==> src/rtl/z80_irq_pkg.sv <==
// z80_irq_pkg: shared state encoding, interrupt-mode codes and default restart vectors
package z80_irq_pkg;
    typedef enum logic [1:0] {IDLE, ACK, TAKE} state_t;
    localparam logic [1:0] IM0 = 2'd0;
    localparam logic [1:0] IM1 = 2'd1;
    localparam logic [1:0] IM2 = 2'd2;
    localparam logic [15:0] NMI_VECTOR_DEF = 16'h0066;
    localparam logic [15:0] IM1_VECTOR_DEF = 16'h0038;
endpackage

==> src/rtl/z80_nmi_edge.sv <==
// z80_nmi_edge: falling-edge detector on nmi_n with a sticky latch
//   clk, reset_n : clock, async active-low reset
//   nmi_n        : synchronised NMI pin (active-low)
//   clr          : clears the latch when the NMI is accepted
//   latch        : pending NMI
module z80_nmi_edge (
    input  logic clk,
    input  logic reset_n,
    input  logic nmi_n,
    input  logic clr,
    output logic latch
);
    logic prev;
    always_ff @(posedge clk or negedge reset_n)
        if (!reset_n) begin
            prev  <= 1'b1;
            latch <= 1'b0;
        end else begin
            prev  <= nmi_n;
            // a fresh edge in the clearing cycle must not be lost
            latch <= (latch & ~clr) | (prev & ~nmi_n);
        end
endmodule

==> src/rtl/z80_irq_ctrl.sv <==
// z80_irq_ctrl: IFF1/IFF2/IM ownership, EI shadow, NMI/INT acceptance and acknowledge sequencing
//   clk, reset_n               : clock, async active-low reset
//   insn_done + insn_*         : instruction boundary pulse and retiring-instruction qualifiers
//   nmi_n, int_n               : interrupt pins (NMI falling-edge, INT level)
//   ack_ready, ack_done        : acknowledge handshake from the M-cycle sequencer
//   data_bus_vec, i_reg        : acknowledge byte and I register for vector formation
//   iff1, iff2, im             : architectural interrupt state
//   ack_req, ack_is_nmi        : acknowledge request and its kind
//   take_valid, take_vector,
//   take_im0_opcode            : one-cycle jump request to the core
module z80_irq_ctrl
    import z80_irq_pkg::*;
#(
    parameter logic [15:0] NMI_VECTOR = NMI_VECTOR_DEF,
    parameter logic [15:0] IM1_VECTOR = IM1_VECTOR_DEF
) (
    input  logic        clk,
    input  logic        reset_n,
    input  logic        insn_done,
    input  logic        insn_ei,
    input  logic        insn_di,
    input  logic        insn_retn,
    input  logic        insn_im,
    input  logic [1:0]  insn_im_mode,
    input  logic        nmi_n,
    input  logic        int_n,
    input  logic        ack_ready,
    input  logic        ack_done,
    input  logic [7:0]  data_bus_vec,
    input  logic [7:0]  i_reg,
    output logic        iff1,
    output logic        iff2,
    output logic [1:0]  im,
    output logic        ack_req,
    output logic        ack_is_nmi,
    output logic        take_valid,
    output logic [15:0] take_vector,
    output logic        take_im0_opcode
);
    state_t     state, state_d;
    logic       ei_shadow, nmi_latch, clr;
    logic       iff1_d, iff2_d, sh_d, nmi_d, bnd, take_nmi, take_int, fin;
    logic [1:0] im_d;

    z80_nmi_edge u_edge (
        .clk    (clk),
        .reset_n(reset_n),
        .nmi_n  (nmi_n),
        .clr    (clr),
        .latch  (nmi_latch)
    );

    assign bnd      = insn_done && state == IDLE;
    assign take_nmi = bnd && nmi_latch;
    assign take_int = bnd && !nmi_latch && !int_n && iff1 && !ei_shadow;
    assign fin      = state == ACK && ack_ready && ack_done;
    assign clr      = take_nmi;
    assign ack_req  = state == ACK;
    assign take_valid = state == TAKE;

    always_comb begin
        iff1_d  = iff1;
        iff2_d  = iff2;
        im_d    = im;
        sh_d    = ei_shadow;
        nmi_d   = ack_is_nmi;
        state_d = state == TAKE ? IDLE : fin ? TAKE : state;
        if (bnd) begin
            sh_d = insn_ei && !insn_di;
            if (insn_di) begin
                iff1_d = 1'b0;
                iff2_d = 1'b0;
            end else if (insn_ei) begin
                iff1_d = 1'b1;
                iff2_d = 1'b1;
            end else if (insn_retn)
                iff1_d = iff2;
            else if (insn_im)
                im_d = insn_im_mode == 2'd3 ? IM0 : insn_im_mode;
        end
        // acceptance overrides the retiring instruction's flag updates
        if (take_nmi) begin
            iff2_d  = iff1;
            iff1_d  = 1'b0;
            nmi_d   = 1'b1;
            state_d = ACK;
        end else if (take_int) begin
            iff1_d  = 1'b0;
            iff2_d  = 1'b0;
            nmi_d   = 1'b0;
            state_d = ACK;
        end
    end

    always_ff @(posedge clk or negedge reset_n)
        if (!reset_n) begin
            state           <= IDLE;
            iff1            <= 1'b0;
            iff2            <= 1'b0;
            im              <= IM0;
            ei_shadow       <= 1'b0;
            ack_is_nmi      <= 1'b0;
            take_vector     <= 16'h0000;
            take_im0_opcode <= 1'b0;
        end else begin
            state      <= state_d;
            iff1       <= iff1_d;
            iff2       <= iff2_d;
            im         <= im_d;
            ei_shadow  <= sh_d;
            ack_is_nmi <= nmi_d;
            if (fin) begin
                take_vector     <= ack_is_nmi ? NMI_VECTOR : im == IM1 ? IM1_VECTOR :
                                   im == IM2 ? {i_reg, data_bus_vec[7:1], 1'b0} : 16'h0000;
                take_im0_opcode <= !ack_is_nmi && im == IM0;
            end
        end
endmodule

==> config.mk <==
export PLATFORM = sky130hd
export DESIGN_NAME = z80_irq_ctrl
export DESIGN_NICKNAME = d
export VERILOG_FILES = /design/src/rtl/z80_irq_pkg.sv /design/src/rtl/z80_nmi_edge.sv /design/src/rtl/z80_irq_ctrl.sv
export SDC_FILE = /design/constraint.sdc
export NUM_CORES = 1
export LEC_CHECK = 0
export BUFFER_PORTS_ARGS = -buffer_cell sky130_fd_sc_hd__buf_2
export CAP_MARGIN = 40
export CORE_UTILIZATION = 30
export DETAILED_ROUTE_END_ITERATION = 6
export PLACE_DENSITY_LB_ADDON = 0.12
export SLEW_MARGIN = 20
export SYNTH_ARGS = -nofsm -noshare
export SYNTH_HDL_FRONTEND = slang
export SYNTH_HIERARCHICAL = 1
export SYNTH_SLANG_ARGS = --single-unit
export TNS_END_PERCENT = 100
==> constraint.sdc <==
create_clock -name clk -period 3 [get_ports clk]
set_input_delay 0.6 -clock clk [delete_from_list [all_inputs] [get_ports clk]]
set_output_delay 0.6 -clock clk [all_outputs]
set_load 0.01 [all_outputs]
==> out/summary.md <==
### Synthesis
- dfrtp_1 55%, a22o_1 6.9%, nand2_1 3.6%, nor2b_1 3.3%, nor3b_4 3.3% — Area contributors post-synth
- 0.00114 sq mm — cell area after synthesis
- 6 — total of warnings raised by yosys
- 127 — Syn Nets
- dfrtp_1 — area leader, netlist
- 30 — Netlist cell types
- 57.1% — part of the Yosys area used for sequential elements
- 98 — Mapped Cells
- 26 — register bit total from synthesis
- 54.8% — fraction of post-synthesis cell area in the top cell type by area
- 11.7 sq um — Post-Syn Area per Cell

### Floorplanning
- 31.2% — effective utilization at floorplan
- 63.7 microns — die extent in x
- 22 — Std-Cell Rows
- 53 — I/O pin count
- 0.00366 sq mm — core area
- 0.00406 sq mm — die area
- 63.7 microns — die extent in y

### Setup path
- primary output — Worst Setup End Kind
- flip-flops — delay-heaviest family, CP
- 10 — maximum fanout encountered on the critical timing path
- buf_2 — ordered list of cells on the worst path
- 1.41 ns — register-to-register setup slack
- 1 — number of buffers and inverters on the critical path
- take_vector[14]$_DFFE_PN0P_ — Critical R2R Capture
- state[0]$_DFFE_PN0P_ — start of the worst register-to-register path
- dfrtp_1 — Crit-path slowest cell
- 1.06 ns — data arrival at the endpoint of the critical path
- 3 — Worst R2R Path Depth
- flop — Worst Setup Start Kind
- 0.59 ns — largest stage delay on the critical path
- 2.40 ns — required time at the endpoint of the critical path
- reg -> out — Critical Setup Path Class

### Global routing
- 15.6% — met1 Track Usage GR
- 21.7% — met2 usage
- 0 — overall overflow remaining after global route
- 0 — initial antenna violation count
- 3.62% — grt met3 use
- 12.8% — overall global routing resource usage
- 906 — vias in the first global route
- 4060 microns — wire length of the first global-routing pass
- met2 — global-route layer with the greatest usage
- 27 — maximum number of pins on one net before global-route repair

### Finish
- 196 — number of standard cells in the layout, taps in and fillers out
- 178 — Final nets
- 29.4% — Area growth, synth to finish
- 41.9% — share of layout cells above drive strength 1
- 0 — antenna diode count
- 40.4% — post-layout utilization of the core

### Route
- 0 — number of DRC violations after detailed routing
- 11.9 microns — Wirelength per Cell
- 915 — vias after detailed routing
- 4 — Initial DRT Pass Iterations
- 0 — final antenna-violating net count
- 2330 microns — routed wire length
- 28 — Initial DRC Count
- 4.67 — routed via count divided by cell count

### Power
- 0.358 mV — Max rail drop VDD
- 32.4% — Combinational Power Share
- 17.9% — share of power burned in the clock network
- 706 uW — Pint
- 35.1% — switching share of total power
- 0.000777 uW — leakage
- 382 uW — switching pwr
- 49.7% — proportion of power drawn by flip-flops and latches
- 736 mW/mm^2 — Power per Cell Area

### Timing
- 61.9% — max_slew headroom
- 0.572 ns — Tightest Pin Transition
- 0 — setup violation total in the final timing report
- 0 — Hold Vio Cnt, Final
- 0.00433 ns — clock tree skew after final layout
- false — setup repair after global routing missed its margin
- 55.4% — part of the cycle the worst path needs
- 601 MHz — fmax
- 0 — Final Slew Violations
- 0.318 ns — post-route worst hold slack
- 1.66 ns — clock period minus worst slack
- 0 ns — setup TNS after final layout

### Placed design
- 0.725 — final RePlAce weighted congestion
- 1710 microns — post-DP HPWL
- 192 — DP Cell Count
- 50 — Port Buffer Count

### CTS
- 0.27 ns — Clk Latency, worst-skew pair
- 0 — total of cells resized after clock tree synthesis
- 1 — total number of H-tree levels
- 0 — cts-stage hold buffer count
- 3 — Num CTS Buffers
- 2 — buffer levels on the longest clock path
- 0.08 ns — CTS clk-pin slew, worst paths
- built — TritonCTS clock tree
- 26 — total number of clock tree sinks
- clkbuf_8 — Root Buffer
- 0 — number of post-CTS setup repair buffers

### Min path
- in -> async — path category of the worst min-delay check

### Status
- complete, no violations — outcome

### Job
- 0 — max-cap violation count

-- through the flow --
step | cell area (sq um) | worst slack (ns) | power (uW)
final | 1480 | 1.34 | 1090
after global routing | 1480 | 1.21 | 1180
after CTS | 1480 | 1.31 | 1110
after detailed placement | 1430 | 1.18 | 908
after global placement | 1430 | 1.21 | 895
after floorplan | 1140 | 1.56 | 759
-- cells in the mapped netlist (all sizes together) --
library cell,n
o21ai,6
buf,2
a21o,1
nor2,3
o41ai,2
a32o,1
nand3,1
o31ai,2
conb,1
o22ai,1
and2,1
nand2,11
clkbuf,2
dfstp,1
or2,1
a21oi,6
nor3,2
nand4b,1
o311a,1
a22o,9
nand3b,1
nor3b,3
mux2,2
inv,3
dfrtp,25
nor2b,6
a211oi,2
and2b,1
-- final cells by class --
type,count,area [sq um]
Fill cell,377,2180
Sequential cell,26,652
Multi-Input combinational cell,65,459
Timing Repair Buffer,50,250
Tap cell,48,60.1
Clock buffer,4,45.0
Inverter,3,11.3
-- per-layer routing --
layer / routed length [microns] / vias up
met3: 158 / 4
met5: 0 / -
met2: 1140 / 35
met4: 23 / 0
li1: - / 451
met1: 1010 / 425
-- flip-flops by register name, indices dropped and copies added (netlist names) --
register and count:
ack_is_nmi 1, u_edge/prev 1, take_vector 15, iff2 1, take_im0_opcode 1, state 2, u_edge/latch 1, im 2
iff1 1, ei_shadow 1
-- power by group through the flow --
stage | clock network, uW | registers [uW] | logic (uW)
finish | 195 | 541 | 352
global route | 223 | 562 | 392
CTS | 211 | 544 | 359
detailed placement | 0 | 550 | 357
global placement | 0 | 543 | 352
floorplan | 0 | 554 | 205
-- layout by cell type, fill, tap and decap left out, types with 3 or more instances in the layout --
cell type,count
clkbuf_8,3
dfrtp_1,25
nor2b_1,6
buf_2,50
o21ai_0,6
inv_1,3
nand2_1,11
a22o_1,9
nor2_1,3
a21oi_1,6
-- how the worst max path moves through the flow --
stage	start	endpoint	slack, ns	cells after the start
final	ack_is_nmi$_DFFE_PN0P_	ack_is_nmi	1.34	1
after global routing	state[0]$_DFFE_PN0P_	take_vector[12]$_DFFE_PN0P_	1.21	3
after global placement	ack_done	take_vector[10]$_DFFE_PN0P_	1.21	4
after CTS	ack_is_nmi$_DFFE_PN0P_	ack_is_nmi	1.31	1
after floorplan	int_n	iff1$_DFFE_PN0P_	1.56	3
after detailed placement	ack_done	take_vector[14]$_DFFE_PN0P_	1.18	4
-- logic make-up after synthesis --
kind of cell / synth area share [%]
buffers and inverters: 2.74
DFF: 57.1
AOI/OAI and AO/OA: 19.8
other: 0.328
and+or+nand+nor: 18.1
muxes: 1.97
Note: power is estimated with default switching activity, not from simulation.
